`config.mk`:
```
export PLATFORM = sky130hd
export DESIGN_NAME = audio_seq
export DESIGN_NICKNAME = d
export VERILOG_FILES = /design/src/rtl/audio_seq_pkg.sv /design/src/rtl/lrck_edge_det.sv /design/src/rtl/audio_seq.sv
export SDC_FILE = /design/constraint.sdc
export NUM_CORES = 1
export LEC_CHECK = 0
export BUFFER_PORTS_ARGS = -buffer_cell sky130_fd_sc_hd__buf_2
export CAP_MARGIN = 20
export CELL_PAD_IN_SITES_DETAIL_PLACEMENT = 2
export CELL_PAD_IN_SITES_GLOBAL_PLACEMENT = 2
export CORE_MARGIN = 5
export CORE_UTILIZATION = 36
export CTS_CLUSTER_DIAMETER = 30
export DETAILED_ROUTE_END_ITERATION = 16
export MAX_ROUTING_LAYER = met4
export PLACE_DENSITY_LB_ADDON = 0.1
export SYNTH_ARGS = -nofsm -noshare
export SYNTH_HDL_FRONTEND = slang
export SYNTH_HIERARCHICAL = 1
export SYNTH_SLANG_ARGS = --single-unit
```
`constraint.sdc`:
```
create_clock -name i_BCLK -period 3.1 [get_ports i_BCLK]
set_clock_uncertainty 0.15 [all_clocks]
set_input_delay 0.31 -clock i_BCLK [delete_from_list [all_inputs] [get_ports i_BCLK]]
set_output_delay 0.31 -clock i_BCLK [all_outputs]
set_load 0.01 [all_outputs]
```
`src/rtl/audio_seq_pkg.sv`:
```
// Shared types and constants for the audio playback/record sequencer.
package audio_seq_pkg;

  localparam int unsigned ADDR_W = 20;
  localparam logic [ADDR_W-1:0] MAX_ADDR_DEF = 20'hFFFFF;

  typedef enum logic [2:0] {
    S_IDLE  = 3'd0,
    S_REC   = 3'd1,
    S_START = 3'd2,
    S_PRIME = 3'd3,
    S_PLAY  = 3'd4,
    S_PAUSE = 3'd5
  } seq_state_t;

endpackage

```
`src/rtl/lrck_edge_det.sv`:
```
// LR-clock synchroniser with a registered single-cycle edge pulse.
module lrck_edge_det #(
  parameter bit RISING = 1'b1
) (
  input  logic i_clk,
  input  logic i_rst,
  input  logic i_lrck,
  output logic o_tick
);

  logic r_sync1;
  logic r_sync2;
  logic r_prev;
  logic r_tick;
  logic w_edge;

  // Edge of the synchronised level in the selected direction
  always_comb begin
    w_edge = RISING ? (r_sync2 & ~r_prev) : (~r_sync2 & r_prev);
  end

  // Two-flop synchroniser, history flop and registered edge pulse
  always_ff @(posedge i_clk or posedge i_rst) begin
    if (i_rst) begin
      r_sync1 <= 1'b0;
      r_sync2 <= 1'b0;
      r_prev  <= 1'b0;
      r_tick  <= 1'b0;
    end else begin
      r_sync1 <= i_lrck;
      r_sync2 <= r_sync1;
      r_prev  <= r_sync2;
      r_tick  <= w_edge;
    end
  end

  assign o_tick = r_tick;

endmodule

```
`src/rtl/audio_seq.sv`:
```
// Record/playback sequencer: key handling, sample counting and DSP strobes.
module audio_seq
  import audio_seq_pkg::*;
#(
  parameter logic [ADDR_W-1:0] MAX_ADDR  = MAX_ADDR_DEF,
  parameter int unsigned       PRIME_CYC = 2
) (
  input  logic              i_BCLK,
  input  logic              i_rst,
  input  logic              i_key_record,
  input  logic              i_key_play,
  input  logic              i_key_pause,
  input  logic              i_key_stop,
  input  logic              i_ADCLRCK,
  input  logic              i_DACLRCK,
  input  logic              i_full,
  output logic              o_rec_start,
  output logic              o_rec_en,
  output logic              o_dsp_start,
  output logic              o_dsp_load,
  output logic              o_dsp_pop,
  output logic [ADDR_W-1:0] o_rec_len,
  output logic [2:0]        o_state,
  output logic              o_play_done
);

  localparam int unsigned PRIME_W = (PRIME_CYC > 1) ? $clog2(PRIME_CYC) : 1;
  localparam logic [PRIME_W-1:0] PRIME_LAST = PRIME_W'(PRIME_CYC - 1);

  seq_state_t          r_state;
  seq_state_t          w_state_nxt;
  logic [ADDR_W-1:0]   r_cnt;
  logic [ADDR_W-1:0]   w_cnt_nxt;
  logic [ADDR_W-1:0]   w_cnt_inc;
  logic [ADDR_W-1:0]   r_rec_len;
  logic [ADDR_W-1:0]   w_rec_len_nxt;
  logic [PRIME_W-1:0]  r_prime_cnt;
  logic [PRIME_W-1:0]  w_prime_nxt;
  logic                r_rec_start;
  logic                r_rec_en;
  logic                r_dsp_start;
  logic                r_dsp_load;
  logic                r_dsp_pop;
  logic                r_play_done;
  logic                w_rec_start_nxt;
  logic                w_rec_en_nxt;
  logic                w_dsp_start_nxt;
  logic                w_dsp_load_nxt;
  logic                w_dsp_pop_nxt;
  logic                w_play_done_nxt;
  logic                w_adc_tick;
  logic                w_dac_tick;

  lrck_edge_det #(.RISING(1'b1)) u_adc_edge (
    .i_clk  (i_BCLK),
    .i_rst  (i_rst),
    .i_lrck (i_ADCLRCK),
    .o_tick (w_adc_tick)
  );

  lrck_edge_det #(.RISING(1'b0)) u_dac_edge (
    .i_clk  (i_BCLK),
    .i_rst  (i_rst),
    .i_lrck (i_DACLRCK),
    .o_tick (w_dac_tick)
  );

  // Next-state, counter and strobe decode; stop outranks every other key
  always_comb begin
    w_state_nxt     = r_state;
    w_cnt_nxt       = r_cnt;
    w_rec_len_nxt   = r_rec_len;
    w_prime_nxt     = r_prime_cnt;
    w_rec_start_nxt = 1'b0;
    w_rec_en_nxt    = 1'b0;
    w_dsp_pop_nxt   = 1'b0;
    w_play_done_nxt = 1'b0;
    w_cnt_inc       = r_cnt + ADDR_W'(1);

    case (r_state)
      S_IDLE: begin
        if (i_key_record) begin
          w_state_nxt     = S_REC;
          w_rec_start_nxt = 1'b1;
          w_cnt_nxt       = '0;
        end else if (i_key_play && (r_rec_len != '0)) begin
          w_state_nxt = S_START;
        end
      end
      S_REC: begin
        if (w_adc_tick) begin
          w_rec_en_nxt = 1'b1;
          w_cnt_nxt    = w_cnt_inc;
        end
        if (i_key_stop || (w_adc_tick && (w_cnt_inc == MAX_ADDR))) begin
          w_state_nxt   = S_IDLE;
          w_rec_len_nxt = w_adc_tick ? w_cnt_inc : r_cnt;
        end
      end
      S_START: begin
        w_prime_nxt = '0;
        w_state_nxt = i_key_stop ? S_IDLE : S_PRIME;
      end
      S_PRIME: begin
        if (i_key_stop) begin
          w_state_nxt = S_IDLE;
        end else if (r_prime_cnt == PRIME_LAST) begin
          w_state_nxt = S_PLAY;
        end else begin
          w_prime_nxt = r_prime_cnt + PRIME_W'(1);
        end
      end
      S_PLAY: begin
        if (i_key_stop || i_full) begin
          w_state_nxt     = S_IDLE;
          w_play_done_nxt = 1'b1;
        end else if (i_key_pause) begin
          w_state_nxt = S_PAUSE;
        end else if (w_dac_tick) begin
          w_dsp_pop_nxt = 1'b1;
        end
      end
      S_PAUSE: begin
        if (i_key_stop || i_full) begin
          w_state_nxt     = S_IDLE;
          w_play_done_nxt = 1'b1;
        end else if (i_key_play || i_key_pause) begin
          w_state_nxt = S_PLAY;
        end
      end
      default: w_state_nxt = S_IDLE;
    endcase

    w_dsp_start_nxt = (w_state_nxt == S_START);
    w_dsp_load_nxt  = (w_state_nxt == S_PRIME);
  end

  // State, counters and registered outputs
  always_ff @(posedge i_BCLK or posedge i_rst) begin
    if (i_rst) begin
      r_state     <= S_IDLE;
      r_cnt       <= '0;
      r_rec_len   <= '0;
      r_prime_cnt <= '0;
      r_rec_start <= 1'b0;
      r_rec_en    <= 1'b0;
      r_dsp_start <= 1'b0;
      r_dsp_load  <= 1'b0;
      r_dsp_pop   <= 1'b0;
      r_play_done <= 1'b0;
    end else begin
      r_state     <= w_state_nxt;
      r_cnt       <= w_cnt_nxt;
      r_rec_len   <= w_rec_len_nxt;
      r_prime_cnt <= w_prime_nxt;
      r_rec_start <= w_rec_start_nxt;
      r_rec_en    <= w_rec_en_nxt;
      r_dsp_start <= w_dsp_start_nxt;
      r_dsp_load  <= w_dsp_load_nxt;
      r_dsp_pop   <= w_dsp_pop_nxt;
      r_play_done <= w_play_done_nxt;
    end
  end

  assign o_rec_start = r_rec_start;
  assign o_rec_en    = r_rec_en;
  assign o_dsp_start = r_dsp_start;
  assign o_dsp_load  = r_dsp_load;
  assign o_dsp_pop   = r_dsp_pop;
  assign o_play_done = r_play_done;
  assign o_rec_len   = r_rec_len;
  assign o_state     = 3'(r_state);

endmodule

```
# Word-level counts from Yosys, hierarchy flattened
# Cells that the tools add are included.
[word_totals]
regBits = 58
inputBits = 9
output_inout_bits = 29
wordCells = 74
[classes]
n_addsub = 2
n_eq_ne = 10
mux = 27
n_bitwise = 4
n_reduce_logical = 13
[op_table]
columns = ["cell", "count"]
rows = [
  ["20-bit two-way mux", 2],
  ["20-bit one-hot mux with 2 select lines", 1],
  ["3-bit two-way mux", 9],
  ["20-bit by 1-bit adder with 20-bit output, second input constant", 1],
  ["20-bit == test, second input constant", 1],
  ["20-bit nonzero test", 1],
  ["3-bit one-hot mux with 6 select lines", 1],
  ["3-bit by 2-bit == test with 1-bit output, second input constant", 4],
  ["1-bit two-way mux", 12],
  ["3-bit == test, second input constant", 2],
  ["2-bit AND reduction", 3],
  ["2-bit inequality test, second input constant", 2],
  ["2-bit nonzero test", 2],
  ["3-bit by 1-bit == test with 1-bit output, second input constant", 1],
  ["3-bit zero test", 1],
  ["1-bit logical OR", 3],
  ["1-bit AND", 2],
  ["1-bit logical AND", 2],
  ["2-bit two-way mux", 1],
  ["1-bit inverter", 2],
  ["1-bit one-hot mux with 2 select lines", 1],
  ["2-bit OR reduction", 1],
  ["1-bit adder, second input constant", 1],
]

# Longest topological paths before layout
[depth]
ltp_word = 7
ltp_mapped = 10
mapped_depth_nobuf = 8

# Cells and area by module
# The synthesis kept the hierarchy.
[modules_own_cells]
columns = ["module", "instances", "cells_per_inst", "area_each_um2", "seq_area_each_um2"]
rows = [
  ["audio_seq", 1, 305, 2826.5, 1251.2],
  ["lrck_edge_det", 2, 6, 117.6, 100.1],
]

# Least setup slack after synthesis
# No wires, ideal clock.
[synth_path]
path_kind = "flip-flop to flip-flop"
startpoint = "register r_cnt[0]"
endpoint = "register r_rec_len[10] (netlist: o_rec_len[10])"
setup_time_ps = 125
t_arrival_ps = 2137
required_ps = 2825
path_slack_ps = 689
stages_incl_launch_ff = 11
n_path_buf = 2
period_less_slack_ps = 2411
cell_sequence = "dfrtp_1 -> buf_2 -> inv_1 -> ha_1 -> nand4_1 -> or4_1 -> nor3_1 -> a31oi_1 -> nor2_2 -> buf_6 -> mux2_2"
[synth_between]
elab_chain_len = 5
word_cells_on_any_way = 6
cone_classes = "add/sub: 1; eq/ne: 1; mux: 1; reduce/logical: 3"
[synth_lines]
columns = ["item", "line_no", "text"]
rows = [
  ["from (decl)", "audio_seq.sv:32", "logic [ADDR_W-1:0] r_cnt;"],
  ["from (signal assigned)", "audio_seq.sv:153", "r_cnt <= w_cnt_nxt;"],
  ["20-bit by 1-bit adder with 20-bit output (*)", "audio_seq.sv:78", "w_cnt_inc = r_cnt + ADDR_W'(1);"],
  ["20-bit == test", "audio_seq.sv:95", "if (i_key_stop || (w_adc_tick && (w_cnt_inc == MAX_ADDR))) begin"],
  ["1-bit logical AND", "audio_seq.sv:95", ""],
  ["1-bit logical OR", "audio_seq.sv:95", ""],
  ["2-bit AND reduction (no source line)", "--", ""],
  ["to (signal assigned)", "audio_seq.sv:154", "r_rec_len <= w_rec_len_nxt;"],
  ["to (decl)", "audio_seq.sv:35", "logic [ADDR_W-1:0] r_rec_len;"],
]
# Every way passes the cells marked *; elsewhere a longest branch is shown, timed or not.
# A chain may end at the register's enable or synchronous reset.

# Worst setup path in the final report
[layout_path]
startpoint = "register r_cnt[5]"
endpoint = "register r_rec_len[15] (netlist: o_rec_len[15])"
# The elaborated chain is that of the path after synthesis.

==> metrics.txt <==
status completed; reg2reg end o_rec_len[15]$_DFFE_PP0P_; total I/O pin count 38; Die Footprint 0.0104 mm²; setup TNS 0 ns; total grt overflow 0; final WL 9.19 mm; Setup Viol. Count Final 0; Post-synth EDFFs 0; # rows 33; die width 102 µm; Tmin final 2.85 ns; number of nets in the layout 371; clock buffer depth 2; worst reg-to-reg path cell count 8; Post-DP Area 0.00337 mm²; Mapped Area 0.00306 mm²; Initial DRT Pass Iterations 4; CTS root buf clkbuf_8; Core Footprint 0.00826 mm²; hpwl dp 6.56 mm; vias in the first global route 2887; hold worst-path end o_state[2]$_DFF_PP0_; Final GP Congestion 0.809; GRT Util Overall 0.197; Pleak 1.77 nW; Crit Path Class reg2reg; total CTS buffers 9; PortBufs 37; hold path start i_key_stop; synth warn 6; max_cap viols 0; htree depth 3; first-pass GRT wire length 15.3 mm; mean area per synthesized cell 9.66 µm²; Residual DRC 0; library cells used by synthesis 48; register-to-register setup slack 0.25 ns; #FFs+latches synth 58; buffer count from post-CTS setup fixing 0; clk sinks 58; worst path required time 3.17 ns; NetSw 0.815 mW; P_int 1.51 mW; CP cell instances nand4_4, nor2_1, a31oi_1, a211oi_1, a31oi_1, nor2_2, buf_4, mux2_2; Slew headroom 0.586; Max stage delay on crit path 0.56 ns; area delta synth->final 19.0%; largest net degree at the start of global routing 27; CP Capture Type flop; register area share after synthesis 0.474; RSZ-0062 raised after global routing no; ratio of cells with drive above 1 in the final layout 0.258; critical path's top delay family simple AND/OR/NAND/NOR gates; Initial Utilization 0.371; Slew Limit Fails 0; Via density 5.48; CTS tree built; ys async rst share 1.00; switch share 0.351; Iter 0 DRT Violations 91; Arrival @ worst endpoint 2.92 ns; Startpoint Class flop; Slowest-stage cell, CP dfrtp_1; final hold violations 0; clock latency on the worst-skew pair 0.35 ns; Flop pwr share 0.381; clock transition at the registers of the reported paths 0.08 ns; DIE HEIGHT 102 µm; ant diodes 0; Max Freq 0.351 GHz; Main synth FF type dfrtp_1; worst hold path depth 2; worst slew pin tran 0.619 ns; Post-Syn Nets 328; worst hold-check path type in2reg; WL/cell 19.6 µm; worst-path fanout max 12; CP dominant cell by count a31oi_1; Clock Power Share 0.342; pwr dens 638 mW/mm²; Final period util 0.920; Routed Antenna Nets 0; Cells after Synth 317; Vias 2577; Crit Reg-Reg Startpoint r_cnt[5]$_DFFE_PP0P_; antenna violations before repair 0; fin area 0.00364 mm²; peak supply drop 0.000284 V; Gate power share 0.277; Worst Path Buf+Inv 1
[cell families (layout without fill, tap and decap cells)]
kind of cell               after synthesis  after routing  share of synthesized area
xor gates and xnor gates                20             20                     0.0572
adders and majority gates                2              2                    0.00817
buffers and inverters                   32             80                     0.0507
and+or+nand+nor                        122            122                      0.205
DFF                                     58             58                      0.474
AOI/OAI and AO/OA                       62             62                      0.128
muxes                                   21             21                     0.0768
[per-layer routing]
layer  track usage  part of all wire
met3        0.0307             0.020
met2         0.322              0.49
met4        0.0555             0.014
met5             -                 0
met1         0.255              0.47
[worst reg2reg max path, stage by stage, from the launching register on]
cell and delay (ns):
dfrtp_1 0.56, nand4_4 0.22, nor2_1 0.47, a31oi_1 0.15, a211oi_1 0.29, a31oi_1 0.16
nor2_2 0.15, buf_4 0.23, mux2_2 0.36
[registers in the layout, summed over array words and instances, names as in the netlist]
register            cells
u_dac_edge/o_tick       1
u_dac_edge/r_sync2      1
u_adc_edge/r_sync2      1
u_adc_edge/r_prev       1
u_dac_edge/r_prev       1
u_dac_edge/r_sync1      1
o_dsp_start             1
o_dsp_pop               1
o_rec_len              20
u_adc_edge/r_sync1      1
o_play_done             1
r_cnt                  20
o_dsp_load              1
r_prime_cnt             1
o_rec_start             1
o_state                 3
u_adc_edge/o_tick       1
o_rec_en                1
[layout make-up]
cell class | instances | area [µm²]
Sequential cell | 58 | 1450
Clock inverter | 7 | 101
Tap cell | 105 | 131
Timing Repair Buffer | 55 | 343
Fill cell | 934 | 4620
Inverter | 9 | 33.8
Clock buffer | 9 | 124
Multi-Input combinational cell | 227 | 1460
[layout by cell type (no fill, tap or decap), drive strengths merged, types with 2 or more instances in the layout]
cell	netlist	layout
dfrtp	58	58
buf	14	51
nand2	34	34
nor2	32	32
o21ai	26	26
mux2	20	20
nand3	12	12
xnor2	11	11
o31ai	11	11
inv	9	10
xor2	9	9
clkbuf	9	9
and3	7	7
a31oi	7	7
nor3	6	6
nor4	6	6
nand4	6	6
a21oi	5	5
dlygate4sd3	0	4
and2	4	4
or3	2	2
nand4b	2	2
and4	2	2
a21o	2	2
a211oi	2	2
o22a	2	2
clkinvlp	0	2
clkinv	0	2
bufinv	0	2
nor2b	2	2
ha	2	2
[cell usage after synthesis (2+ instances only)]
master,instances,share of area
nor3_1,6,0.0098
dfrtp_1,58,0.47
xnor2_1,11,0.031
a21oi_1,5,0.0082
clkbuf_1,9,0.011
o31ai_1,11,0.027
buf_2,10,0.016
and3_1,7,0.014
nor2_1,31,0.038
ha_1,2,0.0082
o21ai_0,26,0.042
a31oi_1,7,0.014
inv_1,9,0.011
nand4b_1,2,0.0057
nor4_1,6,0.012
and2_1,3,0.0061
nand2_1,34,0.042
o22a_1,2,0.0057
or3_1,2,0.0041
a211oi_1,2,0.0049
nand3_1,12,0.020
mux2_2,19,0.070
buf_6,2,0.0074
buf_4,2,0.0049
nor2b_4,2,0.0090
and4_1,2,0.0057
xor2_1,9,0.026
a21o_1,2,0.0049
nand4_1,5,0.010
[timing repair]
item,in CTS,in global routing
hold buffers,4,0
hold endpoints to repair,36,0
resized for setup,0,1
endpoints found under the setup margin,0,12
[worst max-delay path by stage]
stage	startpoint	end	slack, ns	cells after the start
2_1_floorplan	r_cnt[0]$_DFFE_PP0P_	o_rec_len[10]$_DFFE_PP0P_	0.69	10
3_3_place_gp	r_cnt[0]$_DFFE_PP0P_	o_rec_len[18]$_DFFE_PP0P_	0.38	8
3_5_place_dp	r_cnt[0]$_DFFE_PP0P_	o_rec_len[3]$_DFFE_PP0P_	0.26	9
4_1_cts	r_cnt[0]$_DFFE_PP0P_	o_rec_len[15]$_DFFE_PP0P_	0.19	9
5_1_grt	r_cnt[5]$_DFFE_PP0P_	o_rec_len[0]$_DFFE_PP0P_	0.04	8
6_report	r_cnt[5]$_DFFE_PP0P_	o_rec_len[15]$_DFFE_PP0P_	0.25	8
[per-stage QoR]
step | util | worst slack [ns] | power (mW) | hold WS, ns | std cells
6_report | 0.441 | 0.247 | 2.32 | 0.0648 | 470
2_1_floorplan | - | 0.689 | 1.31 | -0.0739 | 317
3_3_place_gp | 0.406 | 0.379 | 1.51 | 0.0680 | 449
5_1_grt | 0.441 | 0.0396 | 2.47 | 0.0604 | 470
3_5_place_dp | 0.409 | 0.264 | 1.54 | 0.0799 | 450
4_1_cts | 0.441 | 0.190 | 2.36 | 0.0530 | 470
[power groups by stage]
stage | combinational (mW) | sequential [mW] | clock [mW]
after floorplan | 0.422 | 0.883 | 0
after global placement | 0.621 | 0.893 | 0
after detailed placement | 0.640 | 0.900 | 0
after CTS | 0.653 | 0.886 | 0.821
after global routing | 0.710 | 0.900 | 0.856
final | 0.644 | 0.885 | 0.795
No activity file was read; power rests on OpenSTA's default activity.
